### src/rtl/am25s_ser_pkg.sv
// Shared definitions for the am25s serial transmitter: FSM state codes and
// the counter-width helper.
package am25s_ser_pkg;

   // Two-state controller: waiting for a word, or shifting one out.
   localparam logic [0:0] ST_IDLE  = 1'b0;
   localparam logic [0:0] ST_SHIFT = 1'b1;

   // Ceiling log2 with a floor of 1, so a 2-bit word still gets a 1-bit counter.
   function automatic int unsigned ser_clog2(input int unsigned value);
      int unsigned w;
      w = 1;
      for (int i = 1; i < 31; i++) begin
         if ((32'd1 << i) < value) begin
            w = i + 1;
         end
      end
      return w;
   endfunction

endpackage

### src/rtl/am25s_ser_shreg.sv
// Output shift register. A load copies the word in. Each shift moves the word
// one place toward the output end and fills the vacated end with zero.
// After a full frame the register is therefore all zeros. That keeps the
// serial line low when idle without a separate clear.
module am25s_ser_shreg
   import am25s_ser_pkg::*;
#(
   parameter int WIDTH     = 6,
   parameter bit MSB_FIRST = 1'b1
) (
   input  logic             clk,
   input  logic             clr_,
   input  logic             i_load,
   input  logic             i_shift,
   input  logic [WIDTH-1:0] i_d,
   output logic             o_bit
);

   logic [WIDTH-1:0] r_sr;
   logic [WIDTH-1:0] w_sr_shifted;

   // Build the shifted word bit by bit; the far end takes a zero.
   genvar gi;
   generate
      for (gi = 0; gi < WIDTH; gi++) begin : g_shift
         if (MSB_FIRST) begin : g_msb
            if (gi == 0) begin : g_fill
               assign w_sr_shifted[gi] = 1'b0;
            end else begin : g_move
               assign w_sr_shifted[gi] = r_sr[gi-1];
            end
         end else begin : g_lsb
            if (gi == WIDTH-1) begin : g_fill
               assign w_sr_shifted[gi] = 1'b0;
            end else begin : g_move
               assign w_sr_shifted[gi] = r_sr[gi+1];
            end
         end
      end
   endgenerate

   // The output end depends on the bit order.
   generate
      if (MSB_FIRST) begin : g_out_msb
         assign o_bit = r_sr[WIDTH-1];
      end else begin : g_out_lsb
         assign o_bit = r_sr[0];
      end
   endgenerate

   // Load has priority over shift; the controller never asserts both together.
   always_ff @(posedge clk or negedge clr_) begin
      if (!clr_) begin
         r_sr <= '0;
      end else if (i_load) begin
         r_sr <= i_d;
      end else if (i_shift) begin
         r_sr <= w_sr_shifted;
      end
   end

endmodule

### src/rtl/am25s_ser_tx.sv
// Parallel-in/serial-out transmitter with a double buffer.
// A holding register queues the next word while the shifter sends the current one.
// Back-to-back words are sent with no idle cycle between frames.
module am25s_ser_tx
   import am25s_ser_pkg::*;
#(
   parameter int WIDTH     = 6,
   parameter bit MSB_FIRST = 1'b1
) (
   input  logic             clk,
   input  logic             clr_,
   input  logic [WIDTH-1:0] d,
   input  logic             ld,
   output logic             rdy,
   output logic [WIDTH-1:0] q,
   output logic [WIDTH-1:0] q_,
   output logic             sdo,
   output logic             sv,
   output logic             busy,
   output logic             done
);

   localparam int unsigned      CNT_W    = ser_clog2(WIDTH);
   localparam logic [CNT_W-1:0] CNT_LAST = CNT_W'(WIDTH - 1);

   logic [0:0]       r_state;
   logic [WIDTH-1:0] r_hold;
   logic             r_hold_full;
   logic [CNT_W-1:0] r_cnt;
   logic             r_sv;
   logic             r_done;

   logic w_accept;
   logic w_start;
   logic w_last;
   logic w_reload;
   logic w_end;
   logic w_step;
   logic w_load_sr;
   logic w_shift_sr;
   logic w_bit;

   // Accept only while the holding register is empty, using the registered rdy.
   // A word freed on this edge cannot be replaced until the next one.
   assign w_accept   = ld & ~r_hold_full;
   assign w_start    = (r_state == ST_IDLE) & r_hold_full;
   assign w_last     = (r_state == ST_SHIFT) & (r_cnt == CNT_LAST);
   assign w_reload   = w_last & r_hold_full;
   assign w_end      = w_last & ~r_hold_full;
   assign w_step     = (r_state == ST_SHIFT) & (r_cnt != CNT_LAST);
   assign w_load_sr  = w_start | w_reload;
   // The final shift drains the last bit so the line falls to 0 with sv.
   assign w_shift_sr = w_step | w_end;

   am25s_ser_shreg #(
      .WIDTH     (WIDTH),
      .MSB_FIRST (MSB_FIRST)
   ) u_shreg (
      .clk     (clk),
      .clr_    (clr_),
      .i_load  (w_load_sr),
      .i_shift (w_shift_sr),
      .i_d     (r_hold),
      .o_bit   (w_bit)
   );

   // Holding register: filled by an accepted load, emptied when the shifter takes it.
   always_ff @(posedge clk or negedge clr_) begin
      if (!clr_) begin
         r_hold      <= '0;
         r_hold_full <= 1'b0;
      end else if (w_accept) begin
         r_hold      <= d;
         r_hold_full <= 1'b1;
      end else if (w_load_sr) begin
         r_hold_full <= 1'b0;
      end
   end

   // Controller: start from idle when a word is queued, stop after a frame with no successor.
   always_ff @(posedge clk or negedge clr_) begin
      if (!clr_) begin
         r_state <= ST_IDLE;
      end else if (w_start) begin
         r_state <= ST_SHIFT;
      end else if (w_end) begin
         r_state <= ST_IDLE;
      end
   end

   // Bit counter: restarts on every word taken from the holding register.
   always_ff @(posedge clk or negedge clr_) begin
      if (!clr_) begin
         r_cnt <= '0;
      end else if (w_load_sr) begin
         r_cnt <= '0;
      end else if (w_step) begin
         r_cnt <= r_cnt + 1'b1;
      end
   end

   // Frame strobe and end-of-transmission pulse.
   always_ff @(posedge clk or negedge clr_) begin
      if (!clr_) begin
         r_sv   <= 1'b0;
         r_done <= 1'b0;
      end else begin
         r_done <= w_end;
         if (w_load_sr) begin
            r_sv <= 1'b1;
         end else if (w_end) begin
            r_sv <= 1'b0;
         end
      end
   end

   // The shifter's output end is itself a flop, so sdo is registered.
   assign sdo  = w_bit;
   assign sv   = r_sv;
   assign done = r_done;
   assign busy = (r_state == ST_SHIFT);
   assign rdy  = ~r_hold_full;
   assign q    = r_hold;
   assign q_   = ~r_hold;

endmodule
### config.mk
export PLATFORM = sky130hd
export DESIGN_NAME = am25s_ser_tx
export DESIGN_NICKNAME = d
export VERILOG_FILES = /design/src/rtl/am25s_ser_pkg.sv /design/src/rtl/am25s_ser_shreg.sv /design/src/rtl/am25s_ser_tx.sv
export SDC_FILE = /design/constraint.sdc
export NUM_CORES = 1
export LEC_CHECK = 0
export ABC_AREA = 1
export BUFFER_PORTS_ARGS = -buffer_cell sky130_fd_sc_hd__buf_2
export CORE_MARGIN = 4
export CORE_UTILIZATION = 40
export CTS_CLUSTER_SIZE = 14
export DETAILED_ROUTE_END_ITERATION = 8
export HOLD_SLACK_MARGIN = 0.05
export SLEW_MARGIN = 10
export SYNTH_ARGS = -nofsm -noshare
export SYNTH_HDL_FRONTEND = slang
export SYNTH_SLANG_ARGS = --single-unit
### constraint.sdc
create_clock -name clk -period 2.21 [get_ports clk]
set_clock_uncertainty 0.05 [all_clocks]
set_input_delay 0.442 -clock clk [delete_from_list [all_inputs] [get_ports clk]]
set_output_delay 0.442 -clock clk [all_outputs]
set_load 0.03 [all_outputs]
==> results of run 1 <==
[worst max path at each step]
stage	depth (start not counted)	end	slack (ns)
final	2	rdy	0.57
after CTS	2	rdy	0.55
after detailed placement	7	u_shreg.r_sr[3]	0.81
after global placement	7	u_shreg.r_sr[3]	0.87
after global routing	2	rdy	0.48
after floorplan	1	q_[0]	0.96
[registers in the layout (all words and copies together), names as in the netlist]
name / flops
q: 6
u_shreg.r_sr: 6
r_cnt: 3
busy: 1
done: 1
r_hold_full: 1
sv: 1
[cells in the mapped netlist (all sizes together)]
master	count
a21oi	6
buf	4
dfrtp	19
ha	2
inv	16
nand2	20
nand3	14
nand4	1
nor2	14
o21ai	4
[tightest hold or removal path, cell delays in order]
cell and delay, ns:
buf_2 0.08, nor2_2 0.03, a21oi_2 0.08
[cells in the final DEF (no fill, tap or decap), drive strengths merged]
cell type / n
o21ai: 4
buf: 25
clkinv: 1
ha: 2
clkbuf: 3
dlygate4sd3: 1
dfrtp: 19
inv: 16
nand3: 14
a21oi: 6
nand2: 20
nor2: 14
nand4: 1
[stage by stage]
stage | cell area, µm² | hold WS, ns | std cells | worst slack (ns) | power [mW]
2_1_floorplan | 907 | 0.0964 | 100 | 0.961 | 1.36
3_3_place_gp | 1020 | 0.356 | 148 | 0.866 | 1.54
3_5_place_dp | 1020 | 0.358 | 148 | 0.811 | 1.56
4_1_cts | 1060 | 0.323 | 153 | 0.546 | 1.74
5_1_grt | 1060 | 0.330 | 153 | 0.484 | 1.86
6_report | 1060 | 0.328 | 153 | 0.566 | 1.71
[area by class of cell]
| cell class | instances | area [µm²] |
|---|---|---|
| Sequential cell | 19 | 475 |
| Timing Repair Buffer | 26 | 135 |
| Clock inverter | 1 | 5.00 |
| Tap cell | 27 | 33.8 |
| Fill cell | 201 | 1000 |
| Inverter | 16 | 62.6 |
| Clock buffer | 3 | 22.5 |
| Multi-Input combinational cell | 61 | 324 |
[metal layers]
metal	GRT usage	wire, µm
met1	0.180	797
met2	0.167	732
met3	0.0278	119
met4	0.0521	18
met5	0	0
[kinds of logic (layout without fill, tap and decap cells)]
| logic type | Yosys count | after routing | share of synthesized area |
|---|---|---|---|
| and+or+nand+nor | 49 | 49 | 0.250 |
| buffers and inverters | 20 | 46 | 0.119 |
| AOI/OAI and AO/OA | 10 | 10 | 0.0800 |
| adders and majority gates | 2 | 2 | 0.0276 |
| DFF | 19 | 19 | 0.524 |
[power by group through the flow]
stage               combinational, mW  sequential, mW  clock [mW]
global route                     1.01           0.661       0.193
global placement                0.907           0.634           0
finish                          0.912           0.633       0.170
CTS                             0.928           0.633       0.179
detailed placement              0.922           0.641           0
floorplan                       0.603           0.758           0
==> impl_metrics.py, run 1 <==
metrics = {
    "run_status": {
        "outcome": "completed",
    },
    "worst_setup_path": {
        "max_stage_delay_ns": 0.52,
        "path_max_fanout": 9,
        "crit_chain": "inv_4, buf_2",
        "crit_path_end_kind": "output port",
        "worst_r2r_path_depth": 7,
        "startpoint": "r_hold_full",
        "worst-path-buf-inv": 2,
        "cp.arrival_ns": 1.15,
        "crit_family": "flip-flops",
        "cp.required_ns": 1.72,
        "start_kind": "flip-flop",
        "r2r-end": "u_shreg.r_sr[3]",
        "crit_type": "flip-flop to output port",
        "cpMaxStageDelayCell": "dfrtp_1",
        "r2r-start": "r_cnt[1]",
        "rrSetupSlack_ns": 0.79,
    },
    "clock_tree": {
        "holdBufCountCts": 1,
        "cts_buffers": 3,
        "cts_setup_buffers": 0,
        "clock-root-buffer": "clkbuf_4",
        "cts_sinks": 19,
        "cts_max_level": 1,
        "cts.clk_slew.worst_paths_ns": 0.11,
        "clkLatencyLatePin_ns": 0.29,
        "postCtsResizedCells": 0,
        "cts_buffer_depth": 2,
        "cts_tree": "done",
    },
    "sta": {
        "fin_tns_setup_ns": 0,
        "layout_min_cycle_time_ns": 1.64,
        "hold_violations": 0,
        "timing.final.crit_share": 0.744,
        "worst_slew_pin_slew_ns": 0.418,
        "fmax_ghz": 0.608,
        "slew_headroom": 0.721,
        "drv_slew": 0,
        "grt_setup_unrepaired": "no",
        "finalSetupViolCount": 0,
    },
    "pwr": {
        "internal-power_uw": 840,
        "switchingPower_uw": 875,
        "comb_power_share": 0.532,
        "seq_power_share": 0.369,
        "ir_drop_v": 0.000821,
        "switching_share": 0.510,
        "clockPowerShare": 0.099,
        "power.density_nw_per_um2": 1620,
        "static-leakage-power_nw": 0.562,
    },
    "drt": {
        "wire_per_inst_um": 10.9,
        "drc_errors": 0,
        "routed_via_density": 4.70,
        "finalWirelength_um": 1670,
        "drt_iter0_drc": 25,
        "antenna_left": 0,
        "dr_total_vias": 719,
        "drt_first_pass_iters": 4,
    },
    "place": {
        "gp_congestion": 0.742,
        "dp_hpwl_um": 1300,
        "port_buffers": 25,
    },
    "yosys": {
        "syn_inst": 100,
        "ys_types": 16,
        "synth_nets": 111,
        "netlist_area_um2": 907,
        "yosysSeqAreaShare": 0.524,
        "synth_warnings": 0,
        "syn_avg_cell_area_um2": 9.07,
        "synth_area_leaders": "dfrtp_1 52%, nand3_1 7.7%, nand2_1 7.0%",
        "synth-seq-cells": 19,
        "yosysTopAreaCell": "dfrtp_1",
        "synth_top_area_frac": 0.524,
    },
    "global_route": {
        "grt_max_degree": 20,
        "gr-total-overflow": 0,
        "grt_pass1_wl_um": 3040,
        "grt_pass1_vias": 662,
        "antenna_found_initial": 0,
        "track_usage": 0.122,
    },
    "floorplan": {
        "die_w_um": 55.6,
        "die_area_um2": 3090,
        "row_count": 16,
        "ios": 26,
        "core_area_um2": 2060,
        "initial_utilization": 0.440,
        "die_y_um": 55.6,
    },
    "worst_hold_path": {
        "min_to": "q[1]",
        "min_path_type": "primary input to flip-flop",
        "hold_depth": 3,
        "min-delay-start": "d[1]",
    },
    "finish": {
        "areaGrowthSynthToFinish_pct": 16.7,
        "num-nets-final": 138,
        "diodes": 0,
        "post-route-util": 0.513,
        "drive_above_1_share": 0.341,
    },
    "job": {
        "maxCapViolations": 0,
    },
}
No activity file was read; power rests on OpenSTA's default activity.
==> run 2: changes to the inputs <==
PLACE_DENSITY = 0.67   (was default)
clock period = 1.4 ns   (was 2.21 ns; I/O delays follow)
==> run 2 against run 1 <==
Cell count grew 3.3%. Sequential power grew 58%. Worst hold slack lost 0.15 ns. Core utilization grew 2.9 points. Global-route usage grew 0.055 points. First-iteration DRC count shrank 28%. Count of clock-buffer cells in the layout grew 1. Worst setup slack lost 0.52 ns. Clock power grew 58%. Non-clock buffer count grew 5. Sequential share of layout area shrank 2.2 points. Via count shrank 1.4%. Largest power group unchanged.
==> impl_metrics.py, run 2 (synthesis results as in run 1) <==
metrics = {
    "floorplan": {
        "ios": 26,
        "core_area_um2": 2060,
        "die_area_um2": 3090,
        "initial_utilization": 0.440,
        "die_y_um": 55.6,
        "die_w_um": 55.6,
        "row_count": 16,
    },
    "global_route": {
        "grt_pass1_vias": 644,
        "antenna_found_initial": 0,
        "gr-total-overflow": 0,
        "grt_max_degree": 20,
        "grt_pass1_wl_um": 3060,
        "track_usage": 0.122,
    },
    "drt": {
        "wire_per_inst_um": 11.0,
        "drt_first_pass_iters": 5,
        "wl_met1_um": 824,
        "route.met2.wl_um": 806,
        "routed_via_density": 4.49,
        "dr_total_vias": 709,
        "top_layer": "met4",
        "finalWirelength_um": 1730,
        "drt_iter0_drc": 18,
        "drc_errors": 0,
        "wl_met3_um": 87,
        "antenna_left": 0,
    },
    "finish": {
        "final_cell_mix": "23 x buf_2, 17 x dfrtp_1, 16 x nand2_1, 15 x inv_1, 14 x nand3_1",
        "areaGrowthSynthToFinish_pct": 23.3,
        "post-route-cell-area_um2": 1120,
        "layout_commonest_cell": "buf_2",
        "final_cells": 158,
        "diodes": 0,
        "multi_input_area_um2": 337,
        "nFillCells": 185,
        "final-seq-area_um2": 478,
        "num-nets-final": 143,
        "drive_above_1_share": 0.382,
        "post-route-util": 0.542,
    },
    "worst_setup_path": {
        "start_kind": "flip-flop",
        "path_max_fanout": 3,
        "rrSetupSlack_ns": 0.10,
        "crit_path_end_kind": "output port",
        "cp.required_ns": 1.07,
        "worst_r2r_path_depth": 6,
        "cpMaxStageDelayCell": "dfrtp_1",
        "crit_chain": "inv_1, buf_2",
        "r2r-end": "r_cnt[1]",
        "r2r-start": "r_cnt[0]",
        "crit_type": "flip-flop to output port",
        "max_stage_delay_ns": 0.40,
        "cp.arrival_ns": 1.02,
    },
    "sta": {
        "drv_slew": 0,
        "hold_violations": 0,
        "timing.final.crit_share": 0.965,
        "worst_slew_pin_slew_ns": 0.411,
        "worst_slack_ns": 0.0493,
        "slew_headroom": 0.726,
        "finalSetupViolCount": 0,
        "layout_min_cycle_time_ns": 1.35,
        "fmax_ghz": 0.740,
    },
    "job": {
        "maxCapViolations": 0,
    },
    "pwr": {
        "power.density_nw_per_um2": 2600,
        "static-leakage-power_nw": 0.593,
        "ir_drop_v": 0.00135,
    },
    "worst_hold_path": {
        "min_to": "q[1]",
        "hold_depth": 3,
        "min_path_type": "primary input to flip-flop",
        "min-delay-start": "d[1]",
    },
    "place": {
        "dp_cells": 149,
        "port_buffers": 25,
        "gp_congestion": 0.780,
        "dp_hpwl_um": 1320,
        "pre_cts_ws_ns": 0.0224,
        "dpl_cell_area_um2": 1030,
    },
    "clock_tree": {
        "cts_sinks": 19,
        "cts_max_level": 1,
        "cts_buffer_depth": 2,
        "cts.clk_slew.worst_paths_ns": 0.11,
        "clock-root-buffer": "clkbuf_4",
        "clkLatencyLatePin_ns": 0.29,
        "cts_tree": "done",
        "cts_buffers": 3,
    },
    "run_status": {
        "outcome": "completed",
    },
}
-- run 2: cell types whose count changed in the layout (fill, tap and decap cells not counted), sizes merged --
| cell | before | now |
|---|---|---|
| buf | 25 | 29 |
| clkinv | 1 | 0 |
| clkbuf | 3 | 5 |
-- run 2: repair_timing --
item | 4_1_cts | 5_1_grt
hold endpoints to repair | 19 | 0
hold buffers | 1 | 0
pin swaps | 0 | 1
buffers inserted | 0 | 4
endpoints found under the setup margin | 1 | 10
gates resized for setup | 1 | 8
-- run 2: where the power goes --
part           switching [mW]  internal [mW]
Combinational            1.06          0.572
Sequential              0.208          0.797
Clock                   0.159          0.111
Total                    1.43           1.48
-- run 2: worst max path at each step --
stage | to | startpoint | slack [ns]
floorplan | u_shreg.r_sr[2] | r_cnt[0] | 0.16
global placement | u_shreg.r_sr[4] | r_cnt[1] | 0.07
detailed placement | r_cnt[2] | r_cnt[0] | 0.02
CTS | rdy | r_hold_full | 0.0004
global route | rdy | r_hold_full | -0.0008
finish | q_[0] | q[0] | 0.05
-- run 2: worst max-delay path, delay by kind of cell, from the launching register on --
kind     cells  cell delay [ns]
flops        1             0.40
buf+inv      2             0.34
-- run 2: through the flow --
step,TNS [ns],power [mW],hold slack (ns)
after floorplan,0,2.15,-0.0656
after global placement,0,2.45,0.195
after detailed placement,0,2.48,0.194
after CTS,0,2.76,0.166
after global routing,-0.000758,3.16,0.170
final,0,2.91,0.174
-- run 2: layout make-up --
type | instances | share of cell area
Sequential cell | 19 | 0.427
Multi-Input combinational cell | 61 | 0.301
Timing Repair Buffer | 31 | 0.162
Inverter | 16 | 0.0559
Tap cell | 27 | 0.0302
Clock buffer | 4 | 0.0235
-- run 2: layer usage --
| metal | vias up | GRT usage |
|---|---|---|
| li1 | 370 | - |
| met2 | 20 | 0.181 |
| met1 | 317 | 0.179 |
| met4 | 0 | 0.0417 |
| met3 | 2 | 0.0209 |
| met5 | - | 0 |
==> run 3: changes to the inputs <==
PLACE_DENSITY = default   (was 0.67)
clock period = 1.49 ns   (was 1.4 ns; I/O delays follow)
==> run 3 against run 2 <==
Count of clock-buffer cells in the layout is 1 lower. Combinational power is 12% lower. Non-clock buffer count is 4 lower. Cell area is 3.8% lower. Die area stayed put. Via count is 1.6% lower. Register-to-register slack better by 0.06 ns. Critical endpoint is now rdy. Largest power group unchanged.
==> impl_metrics.py, run 3 (synthesis results as in run 1) <==
metrics = {
    "run_status": {
        "outcome": "completed",
    },
    "floorplan": {
        "die_w_um": 55.6,
        "ios": 26,
        "core_area_um2": 2060,
        "row_count": 16,
        "die_area_um2": 3090,
        "initial_utilization": 0.440,
        "die_y_um": 55.6,
    },
    "drt": {
        "antenna_left": 0,
        "drc_errors": 0,
        "drt_first_pass_iters": 2,
        "drt_iter0_drc": 4,
        "finalWirelength_um": 1750,
        "dr_total_vias": 698,
        "routed_via_density": 4.53,
        "wire_per_inst_um": 11.3,
    },
    "finish": {
        "multi_input_area_um2": 334,
        "layout_commonest_cell": "buf_2",
        "final-seq-area_um2": 475,
        "nFillCells": 204,
        "num-nets-final": 139,
        "drive_above_1_share": 0.346,
        "areaGrowthSynthToFinish_pct": 18.6,
        "final_cell_mix": "25 x buf_2, 19 x dfrtp_1, 17 x nand2_1, 15 x inv_1, 14 x nand3_1",
        "diodes": 0,
    },
    "sta": {
        "layout_min_cycle_time_ns": 1.39,
        "worst_slew_pin_slew_ns": 0.421,
        "finalSetupViolCount": 0,
        "fin_tns_setup_ns": 0,
        "drv_slew": 0,
        "hold_violations": 0,
        "fmax_ghz": 0.720,
        "grt_setup_unrepaired": "no",
        "slew_headroom": 0.719,
        "worst_hold_slack_ns": 0.192,
        "timing.final.crit_share": 0.932,
    },
    "global_route": {
        "grt_max_degree": 20,
        "track_usage": 0.120,
        "gr-total-overflow": 0,
        "grt_pass1_wl_um": 2880,
        "antenna_found_initial": 0,
        "grt_pass1_vias": 622,
    },
    "pwr": {
        "power.density_nw_per_um2": 2410,
        "seq_power_share": 0.354,
        "clockPowerShare": 0.097,
        "static-leakage-power_nw": 0.574,
        "ir_drop_v": 0.00125,
        "internal-power_mw": 1.28,
        "comb_power_share": 0.549,
        "switchingPower_mw": 1.32,
        "power_mw": 2.60,
        "switching_share": 0.509,
    },
    "clock_tree": {
        "clock-root-buffer": "clkbuf_4",
        "cts.clk_slew.worst_paths_ns": 0.11,
        "cts_buffer_depth": 2,
        "cts_buffers": 3,
        "clkLatencyLatePin_ns": 0.29,
        "cts_tree": "done",
        "cts_max_level": 1,
        "cts_sinks": 19,
    },
    "worst_setup_path": {
        "r2r-end": "r_cnt[2]",
        "r2r-start": "r_cnt[0]",
        "worst_r2r_path_depth": 6,
        "cp.arrival_ns": 1.04,
        "path_max_fanout": 6,
        "cp-endpoint": "rdy",
        "cp.required_ns": 1.14,
        "startpoint": "r_hold_full",
        "start_kind": "flip-flop",
        "crit_path_end_kind": "output port",
        "rrSetupSlack_ns": 0.16,
        "crit_type": "flip-flop to output port",
    },
    "worst_hold_path": {
        "min_path_type": "primary input to flip-flop",
    },
    "place": {
        "gp_congestion": 0.760,
        "port_buffers": 25,
        "dp_hpwl_um": 1330,
    },
    "job": {
        "maxCapViolations": 0,
    },
}
[run 3: cell count changes in the layout (fill, tap and decap cells not counted), sizes merged]
| cell | delta |
|---|---|
| clkinv | +1 |
| buf | -3 |
| clkbuf | -2 |
[run 3: worst min path at each step]
stage,startpoint,to,slack (ns),cells past startpoint
detailed placement,clr_,u_shreg.r_sr[0],0.21,1
global placement,clr_,done,0.21,1
CTS,d[0],q[0],0.18,3
global route,d[4],q[4],0.17,3
finish,d[0],q[0],0.19,3
floorplan,clr_,busy,-0.05,0
[run 3: per-stage QoR]
step | std cells | cell area (µm²) | setup WS, ns | util
6_report | 154 | 1080 | 0.101 | 0.522
5_1_grt | 154 | 1080 | 0.0286 | 0.522
4_1_cts | 154 | 1070 | 0.0720 | 0.517
3_5_place_dp | 149 | 1030 | 0.0910 | 0.499
3_3_place_gp | 149 | 1030 | 0.150 | 0.499
2_1_floorplan | 100 | 907 | 0.248 | -
[run 3: routing by layer]
layer	GRT usage	wire (µm)	vias to the layer above	part of all wire
met5	0	0	-	0
met4	0.0625	0	0	0
met3	0.0232	107	0	0.061
met2	0.177	783	18	0.45
met1	0.166	855	316	0.49
li1	-	-	364	-
[run 3: worst max-delay path, stage by stage, from the launching register on]
cell     delay, ns
dfrtp_1       0.44
inv_4         0.11
buf_2         0.20
[run 3: layout make-up]
class | count | area share
tap | 27 | 0.0314
sequential | 19 | 0.442
clock inverter | 1 | 0.00465
multi-input combinational | 61 | 0.310
inverter | 16 | 0.0581
timing repair buffer | 27 | 0.133
clock buffer | 3 | 0.0209
[run 3: power groups by stage]
| stage | clock, mW | combinational, mW | sequential, mW |
|---|---|---|---|
| final | 0.252 | 1.43 | 0.920 |
| after global placement | 0 | 1.39 | 0.917 |
| after CTS | 0.274 | 1.42 | 0.920 |
| after floorplan | 0 | 0.894 | 1.12 |
| after detailed placement | 0 | 1.42 | 0.932 |
| after global routing | 0.297 | 1.58 | 0.952 |
[run 3: what timing repair did]
| item | 4_1_cts | 5_1_grt |
|---|---|---|
| gates resized for setup | 0 | 2 |
| buffers inserted | 0 | 0 |
| endpoints found under the hold margin | 19 | 0 |
| setup endpoints to repair | 0 | 7 |
| hold buffers | 1 | 0 |
